**config.mk**
```make
export PLATFORM = sky130hd
export DESIGN_NAME = axi_lite_arbiter_2x1
export DESIGN_NICKNAME = d
export VERILOG_FILES = /design/src/rtl/axi_lite_arbiter_2x1.sv
export SDC_FILE = /design/constraint.sdc
export NUM_CORES = 1
export LEC_CHECK = 0
export BUFFER_PORTS_ARGS = -buffer_cell sky130_fd_sc_hd__clkbuf_2
export CAP_MARGIN = 20
export CORE_AREA = 3 3 255 257
export CTS_CLUSTER_DIAMETER = 50
export DETAILED_ROUTE_END_ITERATION = 12
export DIE_AREA = 0 0 258 260
export GPL_TIMING_DRIVEN = 1
export HOLD_SLACK_MARGIN = 0.08
export PLACE_DENSITY_LB_ADDON = 0.12
export SYNTH_ARGS = -nofsm -noshare
export SYNTH_HDL_FRONTEND = slang
export SYNTH_SLANG_ARGS = --single-unit
export TNS_END_PERCENT = 100
```
**constraint.sdc**
```tcl
create_clock -name clk -period 1.7 [get_ports clk]
set_input_delay 0.51 -clock clk [delete_from_list [all_inputs] [get_ports clk]]
set_output_delay 0.51 -clock clk [all_outputs]
set_load 0.005 [all_outputs]
```
**src/rtl/axi_lite_arbiter_2x1.sv**
```systemverilog
// Two-master to one-slave AXI4-Lite arbiter with round-robin grant and a single outstanding transaction.
// Data, strobe, prot and response fields are muxed combinationally by the registered owner.
module axi_lite_arbiter_2x1 #(
    parameter int ADDR_W = 32,
    parameter int DATA_W = 64
) (
    input  logic                clk,
    input  logic                rst,
    // m0: instruction fetch
    input  logic [ADDR_W-1:0]   m0_awaddr,
    input  logic [2:0]          m0_awprot,
    input  logic                m0_awvalid,
    output logic                m0_awready,
    input  logic [DATA_W-1:0]   m0_wdata,
    input  logic [DATA_W/8-1:0] m0_wstrb,
    input  logic                m0_wvalid,
    output logic                m0_wready,
    output logic [1:0]          m0_bresp,
    output logic                m0_bvalid,
    input  logic                m0_bready,
    input  logic [ADDR_W-1:0]   m0_araddr,
    input  logic [2:0]          m0_arprot,
    input  logic                m0_arvalid,
    output logic                m0_arready,
    output logic [DATA_W-1:0]   m0_rdata,
    output logic [1:0]          m0_rresp,
    output logic                m0_rvalid,
    input  logic                m0_rready,
    // m1: load/store
    input  logic [ADDR_W-1:0]   m1_awaddr,
    input  logic [2:0]          m1_awprot,
    input  logic                m1_awvalid,
    output logic                m1_awready,
    input  logic [DATA_W-1:0]   m1_wdata,
    input  logic [DATA_W/8-1:0] m1_wstrb,
    input  logic                m1_wvalid,
    output logic                m1_wready,
    output logic [1:0]          m1_bresp,
    output logic                m1_bvalid,
    input  logic                m1_bready,
    input  logic [ADDR_W-1:0]   m1_araddr,
    input  logic [2:0]          m1_arprot,
    input  logic                m1_arvalid,
    output logic                m1_arready,
    output logic [DATA_W-1:0]   m1_rdata,
    output logic [1:0]          m1_rresp,
    output logic                m1_rvalid,
    input  logic                m1_rready,
    // shared memory
    output logic [ADDR_W-1:0]   s_awaddr,
    output logic [2:0]          s_awprot,
    output logic                s_awvalid,
    input  logic                s_awready,
    output logic [DATA_W-1:0]   s_wdata,
    output logic [DATA_W/8-1:0] s_wstrb,
    output logic                s_wvalid,
    input  logic                s_wready,
    input  logic [1:0]          s_bresp,
    input  logic                s_bvalid,
    output logic                s_bready,
    output logic [ADDR_W-1:0]   s_araddr,
    output logic [2:0]          s_arprot,
    output logic                s_arvalid,
    input  logic                s_arready,
    input  logic [DATA_W-1:0]   s_rdata,
    input  logic [1:0]          s_rresp,
    input  logic                s_rvalid,
    output logic                s_rready,
    output logic [1:0]          grant_o
);

    typedef enum logic [1:0] {IDLE, RD, WR} state_t;

    state_t state_q, state_d;
    logic   own_q, own_d;
    logic   last_q, last_d;
    logic   ar_done_q, ar_done_d;
    logic   aw_done_q, aw_done_d;
    logic   w_done_q, w_done_d;

    logic req0, req1;
    logic o_arvalid, o_awvalid, o_wvalid, o_rready, o_bready;
    logic o_arready, o_awready, o_wready, o_rvalid, o_bvalid;
    logic [DATA_W-1:0] o_rdata;
    logic [1:0]        o_rresp, o_bresp;

    assign req0 = m0_arvalid | m0_awvalid | m0_wvalid;
    assign req1 = m1_arvalid | m1_awvalid | m1_wvalid;

    assign o_arvalid = own_q ? m1_arvalid : m0_arvalid;
    assign o_awvalid = own_q ? m1_awvalid : m0_awvalid;
    assign o_wvalid  = own_q ? m1_wvalid  : m0_wvalid;
    assign o_rready  = own_q ? m1_rready  : m0_rready;
    assign o_bready  = own_q ? m1_bready  : m0_bready;

    assign s_awaddr = own_q ? m1_awaddr : m0_awaddr;
    assign s_awprot = own_q ? m1_awprot : m0_awprot;
    assign s_wdata  = own_q ? m1_wdata  : m0_wdata;
    assign s_wstrb  = own_q ? m1_wstrb  : m0_wstrb;
    assign s_araddr = own_q ? m1_araddr : m0_araddr;
    assign s_arprot = own_q ? m1_arprot : m0_arprot;

    always_ff @(posedge clk) begin
        if (rst) begin
            state_q   <= IDLE;
            own_q     <= 1'b0;
            last_q    <= 1'b0;
            ar_done_q <= 1'b0;
            aw_done_q <= 1'b0;
            w_done_q  <= 1'b0;
        end else begin
            state_q   <= state_d;
            own_q     <= own_d;
            last_q    <= last_d;
            ar_done_q <= ar_done_d;
            aw_done_q <= aw_done_d;
            w_done_q  <= w_done_d;
        end
    end

    always_comb begin
        state_d   = state_q;
        own_d     = own_q;
        last_d    = last_q;
        ar_done_d = ar_done_q;
        aw_done_d = aw_done_q;
        w_done_d  = w_done_q;
        s_arvalid = 1'b0;
        s_awvalid = 1'b0;
        s_wvalid  = 1'b0;
        s_rready  = 1'b0;
        s_bready  = 1'b0;
        o_arready = 1'b0;
        o_awready = 1'b0;
        o_wready  = 1'b0;
        o_rvalid  = 1'b0;
        o_bvalid  = 1'b0;
        o_rdata   = '0;
        o_rresp   = 2'b00;
        o_bresp   = 2'b00;
        // Outputs stay quiet while rst is high so nothing leaks before the state register clears.
        if (!rst) begin
            case (state_q)
                IDLE: begin
                    ar_done_d = 1'b0;
                    aw_done_d = 1'b0;
                    w_done_d  = 1'b0;
                    if (req0 | req1) begin
                        own_d   = (req0 & req1) ? ~last_q : req1;
                        state_d = (own_d ? m1_arvalid : m0_arvalid) ? RD : WR;
                    end
                end
                RD: begin
                    // Address handshake is masked once done so one grant carries one read.
                    s_arvalid = o_arvalid & ~ar_done_q;
                    o_arready = s_arready & ~ar_done_q;
                    if (s_arvalid & s_arready) ar_done_d = 1'b1;
                    s_rready = o_rready;
                    o_rvalid = s_rvalid;
                    o_rdata  = s_rdata;
                    o_rresp  = s_rresp;
                    if (s_rvalid & o_rready) begin
                        state_d = IDLE;
                        last_d  = own_q;
                    end
                end
                WR: begin
                    s_awvalid = o_awvalid & ~aw_done_q;
                    o_awready = s_awready & ~aw_done_q;
                    s_wvalid  = o_wvalid & ~w_done_q;
                    o_wready  = s_wready & ~w_done_q;
                    if (s_awvalid & s_awready) aw_done_d = 1'b1;
                    if (s_wvalid & s_wready) w_done_d = 1'b1;
                    s_bready = o_bready;
                    o_bvalid = s_bvalid;
                    o_bresp  = s_bresp;
                    if (s_bvalid & o_bready) begin
                        state_d = IDLE;
                        last_d  = own_q;
                    end
                end
                default: state_d = IDLE;
            endcase
        end
    end

    assign m0_arready = o_arready & ~own_q;
    assign m0_awready = o_awready & ~own_q;
    assign m0_wready  = o_wready  & ~own_q;
    assign m0_rvalid  = o_rvalid  & ~own_q;
    assign m0_bvalid  = o_bvalid  & ~own_q;
    assign m0_rdata   = own_q ? '0 : o_rdata;
    assign m0_rresp   = own_q ? 2'b00 : o_rresp;
    assign m0_bresp   = own_q ? 2'b00 : o_bresp;

    assign m1_arready = o_arready & own_q;
    assign m1_awready = o_awready & own_q;
    assign m1_wready  = o_wready  & own_q;
    assign m1_rvalid  = o_rvalid  & own_q;
    assign m1_bvalid  = o_bvalid  & own_q;
    assign m1_rdata   = own_q ? o_rdata : '0;
    assign m1_rresp   = own_q ? o_rresp : 2'b00;
    assign m1_bresp   = own_q ? o_bresp : 2'b00;

    assign grant_o = (rst || state_q == IDLE) ? 2'b00 : (own_q ? 2'b10 : 2'b01);

endmodule
```
======== Word level (Yosys, flattened, before mapping) ========
Cells that the tools add are included.
cells by class
  reduce and logical (&&, ||, !) cells .... 11
  eq/ne operators ......................... 8
  muxes and demuxes ....................... 61
  bitwise gates (word level) .............. 32
operators with widths
  kind                  number
  $mux W64              5
  $mux W32              2
  $mux W1               32
  $mux W2               14
  $and A1 B1 Y1         22
  $ne A2 B2 Y1 const B  6
  $mux W8               1
  $pmux W1 S2           4
  $reduce_and A2 Y1     4
  $mux W3               2
  $pmux W2 S3           1
  $reduce_and A3 Y1     2
  $reduce_bool A2 Y1    3
  $not A1 Y1            5
  $or A1 B1 Y1          5
  $eq A2 B1 Y1 const B  1
  $eq A2 B2 Y1 const B  1
  $logic_not A2 Y1      1
  $logic_or A1 B1 Y1    1
word-level totals
  input bits .............................. 369
  output and inout port bits .............. 295
  register bits ........................... 7
  logic and storage cells ................. 118

======== Longest topological paths before layout ========
Gate-level depths: netlist of the first run.
  word-level depth ........................ 8
  depth in mapped cells ................... 6
  mapped depth without buffers ............ 4

======== Least setup slack after synthesis of the first run ========
No wires, ideal clock.
  path type ............................... input to output
  from .................................... in rst
  to ...................................... out m0_rdata[34]
  required time ........................... 1,190 ps
  slack ................................... -54 ps
  stages on the path ...................... 5
  arrival ................................. 1,244 ps
  path buffers ............................ 2
  path through ............................ or2_4 -> nor2_4 -> buf_6 -> buf_6 -> and2_1
on the way
  longest elaborated chain between the ends .. 2
RTL lines
  element      RTL line  text
  from (decl)  8         input logic rst,
  $mux W64     142       if (!rst) begin
  $mux W64     192       assign m0_rdata = own_q ? '0 : o_rdata;
  to (decl)    25        output logic [DATA_W-1:0] m0_rdata,
No other way between the ends.

======== Final worst setup path of the first run ========
  from .................................... reg state_q[1]
  to ...................................... out m1_rdata[33]
on the way
  longest elaborated chain between the ends .. 4
RTL lines
  element                 RTL line  text
  from (decl)             74        state_t state_q, state_d;
  from (signal assigned)  112       state_q <= state_d;
  $eq A2 B1 Y1            143       case (state_q)
  $mux W64                143
  $mux W64                142
  $mux W64                201       assign m1_rdata = own_q ? o_rdata : '0;
  to (decl)               45        output logic [DATA_W-1:0] m1_rdata,
No other way between the ends.

==> reports/qor.yml, run 1 <==
status: "complete, but fails checks"
failed_checks: "negative setup slack"
ys_seq_elements: 7
drt_iter0_drc: 161
power_density_nw_per_um2: 902
setup_ws_ns: -0.474
core-area_um2: 63000
post_dp_cell_area_um2: 8030
finalSetupViolCount: 296
grt_first_pass_wirelength_mm: 52.7
cts_buffers: 3
drive_gt1_share_pct: 87.8
clkSinkCount: 7
grt-ovfl-total: 0
io_pins: 664
synthCells: 392
arrival_ns: 1.66
p_leak_uw: 0.00593
synth_most_common_cell: "mux2_2"
routed_via_density: 3.18
ys_seq_area_share_pct: 4.26
wl_per_cell_um: 21.8
fin_util_pct: 17.3
dpl.hpwl_mm: 35.5
slowest_delay_ns: 0.31
synth_top_area_share_pct: 48.6
syn_area_per_cell_um2: 8.38
p_int_uw: 5970
hold_violations: 0
drv_cap: 0
num_vias: 6328
muxShareOfSynthArea_pct: 50.6
yosys_warnings: 0
grt_max_degree: 40
synth_nets: 761
netlist_top_cells_count: "mux2_2, and2_1, and3_1"
dieWidth_um: 258
slew_headroom_pct: 75.9
crit_slowest_cell: "dfxtp_2"
path_class: "reg -> out"
die_height_um: 260
fmax_ghz: 0.460
hold_class: "reg -> reg"
root_buffer: "clkbuf_16"
cp_max_fo: 14
p_seq_share_pct: 3.1
yosys.area.top_type: "mux2_2"
antenna_found_initial: 13
yosys_most_used_dff: "dfxtp_1"
synthSimpleGateAreaFrac_pct: 33.9
nets: 1505
rsz0062_at_grt: "yes"
first_global_vias: 6572
crit_chain: "nand2b_4, buf_4, nor2_4, buf_12, buf_12, buf_16, and3_4, clkbuf_2"
p_comb_share_pct: 92.7
startpoint_type: "flop"
synth_xor_area_share_pct: 0
routabilityCongestion: 0.822
clkPwrFrac_pct: 4.2
netSwitchingPower_uw: 3850
path_clk_slew_ns: 0.04
ir_worst_vdd_mv: 0.400
critPathRequiredTime_ns: 1.19
synth_cell_type_count: 35
dieArea_um2: 67100
async_reset_ff_share_pct: 0
fin_tns_setup_ns: -113.53
ant_nets: 0
worst_path_most_repeated_cell: "buf_12"
areaGrowthSynthToFinish_pct: 232
hold_buffers: 0
synth_area_um2: 3290
first_pass_iters: 4
synth_top_family_by_area: "multiplexers"
place_ws_ns: -0.638
fin_area_um2: 10900
finalCritPeriodShare_pct: 128
synth-compound-area-share_pct: 3.62
clk_latency_ns: 0.23
io_buffer_count: 663
setup.worst_path.end_class: "output pin"
finalWirelength_mm: 43.4
slew_viol_final: 0
power_uw: 9830
start_util_pct: 5.22
ys_top_cells_by_area: "mux2_2, and2_1, and3_1"
row_count: 92
fin_skew_ns: 0.00284
cts_tree: "yes"
worstMarginPinSlew_ns: 0.360
groute.usage.overall_pct: 11.2
synth_adder_area_share_pct: 0
synth_edf_count: 0
swShare_pct: 39.2
period_minus_slack_ns: 2.17
cts.htree.levels: 1
drc: 0
clock_path_buffers: 2
-- power by group through the flow --
stage | Clock, µW | Combinational [µW] | Sequential, µW
floorplan | 0 | 2460 | 237
global placement | 0 | 5580 | 290
detailed placement | 0 | 5550 | 288
CTS | 424 | 7070 | 292
global route | 432 | 9610 | 315
finish | 413 | 9110 | 307
-- registers in the layout, indices dropped and copies added (netlist names) --
register and cells:
state_q 2, ar_done_q 1, aw_done_q 1, last_q 1, own_q 1, w_done_q 1
-- area by class of cell --
cell class	count	area [µm²]
fill	7258	52100
timing repair buffer	780	5880
multi-input combinational	343	3720
tap	846	1060
sequential	7	149
clock buffer	4	78.8
antenna	6	15.0
inverter	1	3.75
-- metal layers --
metal	global-route usage [%]	vias up	wire [µm]
met2	23.5	414	24000
met4	2.05	10	977
met3	3.12	40	3580
met1	10.9	2953	14700
met5	0	-	80
li1	-	2911	-
-- cell families (layout without fill, tap and decap cells) --
family,after synthesis,after routing
and+or+nand+nor,180,180
muxes,148,148
buffers and inverters,42,785
AOI/OAI and AO/OA,15,15
DFF,7,7
other,0,6
-- path summary, 6_finish.rpt --
check | slack [ns] | cells past startpoint | endpoint | from
worst max-delay path | -0.47 | 8 | m1_rdata[33] | state_q[1]
worst min-delay path | 0.52 | 1 | aw_done_q | aw_done_q
worst max register to register | -0.01 | 8 | last_q | own_q
worst min register to register | 0.52 | 1 | aw_done_q | aw_done_q
-- layout by cell type, fill, tap and decap left out, types with 9 or more instances in the layout --
cell	instances
buf_6	129
and2_1	41
and3_1	61
and3_4	9
buf_8	27
mux2_4	142
buf_4	37
clkbuf_16	19
clkbuf_2	522
and2_4	30
buf_2	20
buf_12	21
-- critical path: cells and delay by family (launching register included) --
family                 cells  cell delay (ns)
buffers and inverters      5             0.67
and+or+nand+nor            3             0.45
DFF                        1             0.31
-- through the flow --
stage          hold slack (ns)  instances
2_1_floorplan            0.472        392
3_3_place_gp             0.482       1923
3_5_place_dp             0.491       1923
4_1_cts                  0.519       1955
5_1_grt                  0.545       1984
6_report                 0.522       1987
-- what timing repair did --
action,4_1_cts,5_1_grt
buffers inserted,19,16
pin swaps,16,28
setup endpoints to repair,296,296
gates cloned,9,15
gates resized for setup,133,464
No activity file was read; power rests on OpenSTA's default activity.
==> run 2: changes to the inputs <==
BUFFER_PORTS_ARGS = not set   (was -buffer_cell sky130_fd_sc_hd__clkbuf_2)
CORE_AREA = 2 2 260 262   (was 3 3 255 257)
DIE_AREA = 0 0 262 264   (was 0 0 258 260)
DONT_BUFFER_PORTS = 1   (was not set)
==> reports/qor.yml, run 2 (synthesis gave the netlist of run 1 again) <==
fin_area_um2: 6560
dieWidth_um: 262
hold_class: "in -> reg"
largest_reg_flops: 2
io_buffer_count: 0
first_pass_iters: 5
p_leak_uw: 0.00266
failed_checks: "negative setup slack"
final_cell_mix: "mux2_4, and2_1, and3_1"
grt_max_degree: 69
cts_buffers: 3
rsz0062_at_grt: "yes"
drc: 0
setup.worst_path.end_class: "output pin"
num_vias: 3812
setup_ws_ns: -0.332
fillerInstances: 7691
finalSetupViolCount: 295
routabilityCongestion: 0.830
root_buffer: "clkbuf_16"
drt_iter0_drc: 122
cp_max_fo: 25
final_common_cell: "mux2_4"
nets: 823
power_uw: 7300
path_clk_slew_ns: 0.04
grt-ovfl-total: 0
finalCritPeriodShare_pct: 120
drive_gt1_share_pct: 68.0
row_count: 95
first_global_vias: 3597
clkSinkCount: 7
power_density_nw_per_um2: 1110
io_pins: 664
post_dp_cell_area_um2: 4610
die_height_um: 264
antenna_found_initial: 3
slew_headroom_pct: 78.3
hold_buffers: 0
regArea_um2: 149
critPathRequiredTime_ns: 1.19
core-area_um2: 66600
hold_violations: 0
hold-worst-slack_ns: 0.349
clock_path_buffers: 2
grt_first_pass_wirelength_mm: 36.7
fin_util_pct: 9.86
status: "complete, but fails checks"
finalWirelength_mm: 36.2
regMostFlops: "state_q"
fin_skew_ns: 0.00406
period_minus_slack_ns: 2.03
clk_latency_ns: 0.23
instances_no_fill: 1329
cts.htree.levels: 1
cts_tree: "yes"
dp_cells: 1273
ant_nets: 0
slew_viol_final: 0
path_class: "reg -> out"
wl_per_cell_um: 27.2
multi_input_area_um2: 3760
fmax_ghz: 0.492
routed_via_density: 2.87
ir_worst_vdd_mv: 0.438
worstMarginPinSlew_ns: 0.325
groute.usage.overall_pct: 8.31
start_util_pct: 4.94
dieArea_um2: 69200
arrival_ns: 1.52
dpl.hpwl_mm: 29.2
startpoint_type: "flop"
drv_cap: 0
areaGrowthSynthToFinish_pct: 99.7
==> run 2: power breakdown <==
part / total (µW) / switching [µW] / internal (µW) / leakage (µW)
clock network: 412 / 98.5 / 313 / 0.0000382
registers: 298 / 78.3 / 220 / 0.0000591
logic: 6590 / 3050 / 3540 / 0.00256
total: 7300 / 3230 / 4070 / 0.00266
==> run 2: final timing paths <==
path	from	end	slack, ns	depth (start not counted)
hold / removal	rst	own_q	0.35	1
hold reg to reg	w_done_q	w_done_q	0.55	1
setup reg to reg	own_q	last_q	0.08	7
setup / recovery	state_q[1]	m0_rdata[33]	-0.33	6
==> run 2: timing repair <==
item / 4_1_cts / 5_1_grt
setup endpoints to repair: 297 / 296
gates resized for setup: 87 / 199
pin swaps: 1 / 22
buffers inserted: 12 / 15
gates cloned: 2 / 23
endpoints found under the hold margin: 0 / 0
==> run 2: final cells by class <==
| class | count | area share [%] |
|---|---|---|
| Sequential cell | 7 | 2.27 |
| Clock buffer | 4 | 1.20 |
| Tap cell | 873 | 16.6 |
| Inverter | 1 | 0.0572 |
| Timing Repair Buffer | 98 | 22.4 |
| Antenna cell | 3 | 0.114 |
| Multi-Input combinational cell | 343 | 57.3 |
==> run 2: per-layer routing <==
| layer | routed length (µm) | GRT usage [%] | vias up | part of all wire (%) |
|---|---|---|---|---|
| met5 | 0 | 0 | - | 0 |
| met4 | 1160 | 2.99 | 0 | 3.2 |
| met3 | 2600 | 1.39 | 32 | 7.2 |
| met2 | 20400 | 17.6 | 389 | 56 |
| met1 | 12000 | 7.64 | 1857 | 33 |
| li1 | - | - | 1534 | - |
==> run 2: worst max-delay path, stage by stage, from the launching register on <==
cell and delay (ns):
dfxtp_2 0.32, nand2b_4 0.14, or2_4 0.25, nor2_4 0.11, buf_4 0.17, buf_16 0.14, and2_1 0.15
==> run 2: metrics by stage <==
| stage | setup slack (ns) | TNS (ns) |
|---|---|---|
| 2_1_floorplan | -0.0541 | -1.62 |
| 3_3_place_gp | -0.388 | -13.92 |
| 3_5_place_dp | -0.402 | -13.80 |
| 4_1_cts | -0.354 | -74.55 |
| 5_1_grt | -0.400 | -89.89 |
| 6_report | -0.332 | -74.03 |
